--- config.mk ---
export PLATFORM = sky130hd
export DESIGN_NAME = uart_alu_interface_flat
export DESIGN_NICKNAME = d
export VERILOG_FILES = /design/src/rtl/uart_alu_interface_if.sv /design/src/rtl/uart_alu_interface.sv /design/src/flat_wrapper.sv
export SDC_FILE = /design/constraint.sdc
export NUM_CORES = 1
export LEC_CHECK = 0
export ABC_AREA = 1
export BUFFER_PORTS_ARGS = -buffer_cell sky130_fd_sc_hd__buf_4
export CORE_MARGIN = 5
export CORE_UTILIZATION = 48
export CTS_CLUSTER_SIZE = 8
export DETAILED_ROUTE_END_ITERATION = 10
export HOLD_SLACK_MARGIN = 0.02
export PLACE_DENSITY_LB_ADDON = 0.15
export SLEW_MARGIN = 10
export SYNTH_ARGS = -nofsm -noshare
export SYNTH_HDL_FRONTEND = slang
export SYNTH_SLANG_ARGS = --single-unit
--- constraint.sdc ---
create_clock -name i_clk -period 1.72 [get_ports i_clk]
set_clock_uncertainty 0.15 [all_clocks]
set_input_delay 0.086 -clock i_clk [delete_from_list [all_inputs] [get_ports i_clk]]
set_output_delay 0.086 -clock i_clk [all_outputs]
set_load 0.01 [all_outputs]
--- src/rtl/uart_alu_interface_if.sv ---
// Handshake and data bus between the UART/ALU control stage and its
// environment: receiver byte strobe, ALU operands/result, and transmitter
// start/done.
interface uart_alu_interface_if #(
    parameter int NB_DATA = 8,
    parameter int NB_OP   = 6
);
    logic               i_rx_done;
    logic [NB_DATA-1:0] i_rx_data;
    logic [NB_DATA-1:0] i_alu_result;
    logic               i_tx_done;
    logic [NB_DATA-1:0] o_data_a;
    logic [NB_DATA-1:0] o_data_b;
    logic [NB_OP-1:0]   o_op;
    logic               o_tx_start;
    logic [NB_DATA-1:0] o_tx_data;
    logic               o_busy;
    logic               o_timeout;

    // Control stage side
    modport slave (
        input  i_rx_done,
        input  i_rx_data,
        input  i_alu_result,
        input  i_tx_done,
        output o_data_a,
        output o_data_b,
        output o_op,
        output o_tx_start,
        output o_tx_data,
        output o_busy,
        output o_timeout
    );

    // Receiver / ALU / transmitter side
    modport master (
        output i_rx_done,
        output i_rx_data,
        output i_alu_result,
        output i_tx_done,
        input  o_data_a,
        input  o_data_b,
        input  o_op,
        input  o_tx_start,
        input  o_tx_data,
        input  o_busy,
        input  o_timeout
    );
endinterface

--- src/rtl/uart_alu_interface.sv ---
// Control stage between UART receiver/ALU and UART transmitter.
// Collects operand A, operand B and opcode bytes, lets the ALU settle for
// one cycle, latches the result and issues a one-cycle transmit start, then
// waits for transmit-done before accepting the next frame.
// Optional inter-byte timeout: define INTERFACE_TIMEOUT_EN.
module uart_alu_interface #(
    parameter int NB_DATA        = 8,
    parameter int NB_OP          = 6,
    parameter int TIMEOUT_CYCLES = 1000000
) (
    input logic                 i_clk,
    input logic                 i_rst,
    uart_alu_interface_if.slave bus
);

    typedef enum logic [2:0] {
        WAIT_A  = 3'd0,
        WAIT_B  = 3'd1,
        WAIT_OP = 3'd2,
        EVAL    = 3'd3,
        SEND    = 3'd4,
        WAIT_TX = 3'd5
    } state_t;

    state_t             state_q;
    state_t             state_d;

    logic [NB_DATA-1:0] data_a_q;
    logic [NB_DATA-1:0] data_b_q;
    logic [NB_OP-1:0]   op_q;
    logic [NB_DATA-1:0] tx_data_q;

    logic               cap_a;
    logic               cap_b;
    logic               cap_op;
    logic               cap_res;
    logic               timeout_hit;
    logic               timeout_q;

`ifdef INTERFACE_TIMEOUT_EN
    localparam int NB_CNT = (TIMEOUT_CYCLES > 1) ? $clog2(TIMEOUT_CYCLES) : 1;

    logic [NB_CNT-1:0]  cnt_q;
    logic               in_wait_byte;

    assign in_wait_byte = (state_q == WAIT_B) || (state_q == WAIT_OP);
    assign timeout_hit  = in_wait_byte && !bus.i_rx_done &&
                          (cnt_q == NB_CNT'(TIMEOUT_CYCLES - 1));

    // Inter-byte idle counter; runs only while waiting for B or the opcode
    always_ff @(posedge i_clk or negedge i_rst) begin
        if (!i_rst) begin
            cnt_q     <= '0;
            timeout_q <= 1'b0;
        end else begin
            timeout_q <= timeout_hit;
            if (in_wait_byte && !bus.i_rx_done && !timeout_hit) begin
                cnt_q <= cnt_q + NB_CNT'(1);
            end else begin
                cnt_q <= '0;
            end
        end
    end
`else
    assign timeout_hit = 1'b0;
    assign timeout_q   = 1'b0;
`endif

    // State register
    always_ff @(posedge i_clk or negedge i_rst) begin
        if (!i_rst) begin
            state_q <= WAIT_A;
        end else begin
            state_q <= state_d;
        end
    end

    // Next-state and capture-enable decode
    always_comb begin
        state_d = state_q;
        cap_a   = 1'b0;
        cap_b   = 1'b0;
        cap_op  = 1'b0;
        cap_res = 1'b0;
        case (state_q)
            WAIT_A: begin
                if (bus.i_rx_done) begin
                    cap_a   = 1'b1;
                    state_d = WAIT_B;
                end
            end
            WAIT_B: begin
                if (bus.i_rx_done) begin
                    cap_b   = 1'b1;
                    state_d = WAIT_OP;
                end else if (timeout_hit) begin
                    state_d = WAIT_A;
                end
            end
            WAIT_OP: begin
                if (bus.i_rx_done) begin
                    cap_op  = 1'b1;
                    state_d = EVAL;
                end else if (timeout_hit) begin
                    state_d = WAIT_A;
                end
            end
            EVAL: begin
                cap_res = 1'b1;
                state_d = SEND;
            end
            SEND: begin
                state_d = WAIT_TX;
            end
            WAIT_TX: begin
                if (bus.i_tx_done) begin
                    state_d = WAIT_A;
                end
            end
            default: begin
                state_d = WAIT_A;
            end
        endcase
    end

    // Operand, opcode and result registers
    always_ff @(posedge i_clk or negedge i_rst) begin
        if (!i_rst) begin
            data_a_q  <= '0;
            data_b_q  <= '0;
            op_q      <= '0;
            tx_data_q <= '0;
        end else begin
            if (cap_a) begin
                data_a_q <= bus.i_rx_data;
            end
            if (cap_b) begin
                data_b_q <= bus.i_rx_data;
            end
            if (cap_op) begin
                op_q <= bus.i_rx_data[NB_OP-1:0];
            end
            if (cap_res) begin
                tx_data_q <= bus.i_alu_result;
            end
        end
    end

    assign bus.o_data_a   = data_a_q;
    assign bus.o_data_b   = data_b_q;
    assign bus.o_op       = op_q;
    assign bus.o_tx_data  = tx_data_q;
    assign bus.o_tx_start = (state_q == SEND);
    assign bus.o_busy     = (state_q == EVAL) || (state_q == SEND) ||
                            (state_q == WAIT_TX);
    assign bus.o_timeout  = timeout_q;

endmodule

--- src/flat_wrapper.sv ---
// flat-port wrapper written by rule: the top's interface ports become plain ports
module uart_alu_interface_flat 
#(
    parameter int NB_DATA        = 8,
    parameter int NB_OP          = 6,
    parameter int TIMEOUT_CYCLES = 1000000
)
  (i_clk, i_rst, bus_i_rx_done, bus_i_rx_data, bus_i_alu_result, bus_i_tx_done, bus_o_data_a, bus_o_data_b, bus_o_op, bus_o_tx_start, bus_o_tx_data, bus_o_busy, bus_o_timeout);
  uart_alu_interface_if #(.NB_DATA(NB_DATA), .NB_OP(NB_OP)) bus_i ();
  input logic i_clk;
  input logic i_rst;
  input wire logic [$bits(bus_i.i_rx_done)-1:0] bus_i_rx_done;
  input wire logic [$bits(bus_i.i_rx_data)-1:0] bus_i_rx_data;
  input wire logic [$bits(bus_i.i_alu_result)-1:0] bus_i_alu_result;
  input wire logic [$bits(bus_i.i_tx_done)-1:0] bus_i_tx_done;
  output wire logic [$bits(bus_i.o_data_a)-1:0] bus_o_data_a;
  output wire logic [$bits(bus_i.o_data_b)-1:0] bus_o_data_b;
  output wire logic [$bits(bus_i.o_op)-1:0] bus_o_op;
  output wire logic [$bits(bus_i.o_tx_start)-1:0] bus_o_tx_start;
  output wire logic [$bits(bus_i.o_tx_data)-1:0] bus_o_tx_data;
  output wire logic [$bits(bus_i.o_busy)-1:0] bus_o_busy;
  output wire logic [$bits(bus_i.o_timeout)-1:0] bus_o_timeout;
  assign bus_i.i_rx_done = bus_i_rx_done;
  assign bus_i.i_rx_data = bus_i_rx_data;
  assign bus_i.i_alu_result = bus_i_alu_result;
  assign bus_i.i_tx_done = bus_i_tx_done;
  assign bus_o_data_a = bus_i.o_data_a;
  assign bus_o_data_b = bus_i.o_data_b;
  assign bus_o_op = bus_i.o_op;
  assign bus_o_tx_start = bus_i.o_tx_start;
  assign bus_o_tx_data = bus_i.o_tx_data;
  assign bus_o_busy = bus_i.o_busy;
  assign bus_o_timeout = bus_i.o_timeout;
  uart_alu_interface #(.NB_DATA(NB_DATA), .NB_OP(NB_OP), .TIMEOUT_CYCLES(TIMEOUT_CYCLES)) u_core (.i_clk(i_clk), .i_rst(i_rst), .bus(bus_i));
endmodule
==> results.yml <==
outcome:
  outcome: "finished, final reports clean"
synth:
  post_synth_inst_count: 149
  syn_nets: 169
  synth_seq_cells: 33
  synth.distinct_cells: 20
  syn_area_per_cell_um2: 9.749
  ys_warn_count: 0
  seq_total_area_yosys: 0.5685
  cell_area_after_synthesis_mm2: 0.001453
route:
  final_antenna_net_count: 0
  routed-wl-met2_mm: 1.589
  route.layer.met1.wl_mm: 1.419
  final_routed_drc_violation_total: 0
  wirelength_mm: 3.326
  wl_met3_um: 225
  topRoutingLayerUsed: "met4"
  drt_pass1_iterations: 4
  routed_via_count: 1242
  initialDrtViolationCount: 33
  wl_per_cell_um: 12.74
  vias_cell: 4.759
grt:
  grt_start_max_net_pins: 34
  grt_pass1_vias: 1252
  antenna_found_initial: 0
  gr-usage-all-layers: 0.1749
  global_route.overflow_total: 0
  global_route_wire_length_before_repair_mm: 5.554
layout:
  layout.cells.most_common_list: "buf_4 (58), nand2_1 (39), dfrtp_1 (30), inv_1 (19), dlygate4sd3_1 (19)"
  finish.net_count: 247
  final-instance-count-excl-fill: 261
  insertedDiodeCount: 0
  final_area_mm2: 0.002145
  n_fill_cell: 219
  most_common_cell_after_layout_fill_and_taps_aside: "buf_4"
  syn_to_final_growth_pct: 47.63
  final_layout_size_suffix_gt1_frac: 0.4079
  postLayoutCoreUtil: 0.7202
sta:
  layout_worst_path_cycle_share: 0.9013
  grt_setup_unrepaired: "false"
  finalMaxSlewViolations: 0
  final.min_clock_period_ps: 1550
  final.setup.tns_ps: 0
  highest_achievable_clock_rate_mhz: 645.1
  finalHoldViolCount: 0
  setup-violations-final: 0
clock_network:
  tritoncts_clock_tree: "built"
  clock_tree.buffer_depth: 2
  cts.clk_slew.worst_paths_ps: 100
  worst_skew_pair_latency_ps: 320
  htree_levels: 2
  clkSinkCount: 33
  cts_inserted_buffers: 5
  clockRootBuffer: "clkbuf_4"
place:
  placed_area_mm2: 0.001821
  port-buffer-count: 51
  placed_cells: 228
  gp_routability_congestion: 0.8440
  hpwl_mm: 2.217
pwr:
  static-leakage-power_nw: 1.142
  power_density_mw_per_mm2: 1715
  vdd_drop_max_v: 0.0008228
setup_path:
  critPathMaxFanout: 5
  cpLargestDelayFamily: "flip-flops"
  timing_worst_setup_path_type: "register to output port"
  worst-endpoint-arrival_ps: 1310
  slowest_delay_ps: 460
  worst_setup_path_start_kind: "register"
  crit_path_frequent_cell: "buf_4"
  timing.critical_path.slowest_stage_cell: "dfrtp_2"
  crit_path_end_kind: "output port"
  critPathBufInv: 3
  path_cells: "buf_4 -> nand3_4 -> o21ai_1 -> inv_1 -> nand2_1 -> buf_4"
  crit_required_ps: 1480
floorplan:
  std_cell_rows: 20
  fp.dieArea_mm2: 0.004226
  initial_utilization: 0.4878
  ios: 53
  die_width_um: 65.01
  die_span_in_y_um: 65.01
  core_region_area_mm2: 0.002978
job:
  drv.max_cap_violation_count: 0
hold_path:
  timing.hold.worst.class: "input pin to async pin"
worst register-to-register path, delay by kind of cell (launching register included):
kind | cells | cell delay, ps
buf+inv | 2 | 300
compound gates | 1 | 50
simple gates | 3 | 450
flops | 1 | 430
area by class of cell:
type | count | area (um^2) | share of cell area
Clock buffer | 7 | 55.05 | 0.02567
Sequential cell | 33 | 829.5 | 0.3868
Inverter | 22 | 85.08 | 0.03967
Clock inverter | 1 | 30.03 | 0.01400
Multi-Input combinational cell | 88 | 478.0 | 0.2229
Timing Repair Buffer | 77 | 625.6 | 0.2917
Tap cell | 33 | 41.29 | 0.01925
power breakdown:
group / internal (mW) / leakage (nW) / total, mW / switching, mW
sequential: 1.14 / 0.408 / 1.38 / 0.232
clock: 0.347 / 0.0455 / 0.601 / 0.253
combinational: 0.838 / 0.688 / 1.70 / 0.864
cell usage after synthesis, drive strengths merged:
master	instances	area (um^2)
conb	1	3.750
nand4	1	6.260
inv	22	85.08
o21ai	31	207.7
nor2	4	32.53
dfrtp	33	825.8
a21oi	1	5.000
nand3	8	57.56
buf	6	63.81
nand2	42	165.2
kinds of logic (layout without fill, tap and decap cells):
group | after synthesis | after routing | share of synthesized area
other cells | 1 | 1 | 0.002582
buf+inv | 28 | 107 | 0.1025
simple gates | 55 | 55 | 0.1800
compound gates | 32 | 32 | 0.1464
flops | 33 | 33 | 0.5685
timing repair:
item,4_1_cts,5_1_grt
endpoints found under the hold margin,65,0
cloned,0,0
setup buffers,0,6
setup endpoints to repair,1,1
resized for setup,2,3
hold buffers,19,0
final timing paths:
| kind | to | start | depth (start not counted) | slack [ps] |
|---|---|---|---|---|
| setup / recovery | bus_o_busy | u_core.state_q[1]$_DFFE_PN0P_ | 6 | 170 |
| hold / removal | u_core.bus.o_tx_data[2]$_DFFE_PN0N_ | i_rst | 2 | 90 |
| setup reg to reg | u_core.bus.o_op[2]$_DFFE_PN0P_ | u_core.state_q[0]$_DFFE_PN0P_ | 6 | 220 |
| hold reg to reg | u_core.bus.o_op[5]$_DFFE_PN0P_ | u_core.bus.o_op[5]$_DFFE_PN0P_ | 2 | 350 |
| max in group asynchronous | u_core.state_q[2]$_DFFE_PN0P_ | i_rst | 2 | 1000 |
| min in group i_clk | u_core.bus.o_op[5]$_DFFE_PN0P_ | u_core.bus.o_op[5]$_DFFE_PN0P_ | 2 | 350 |
stage by stage:
stage | hold slack [ps] | power [mW] | setup slack [ps]
finish | 92.36 | 3.678 | 169.8
global route | 134.2 | 3.975 | 39.42
CTS | 71.49 | 3.620 | 17.22
detailed placement | -101.6 | 2.973 | 277.7
global placement | -102.6 | 2.915 | 338.9
floorplan | -359.6 | 2.276 | 469.5
routing by layer:
metal | vias to the layer above | global-route usage
li1 | 622 | -
met3 | 10 | 0.04853
met5 | - | 0
met2 | 42 | 0.2835
met1 | 568 | 0.2099
met4 | 0 | 0.09585
state kept, by name (all words and copies together), names as in the netlist:
register and count:
u_core.bus.o_op 6, u_core.bus.o_data_a 8, u_core.bus.o_data_b 8, u_core.state_q 3, u_core.bus.o_tx_data 8
Note: power is estimated with default switching activity, not from simulation.
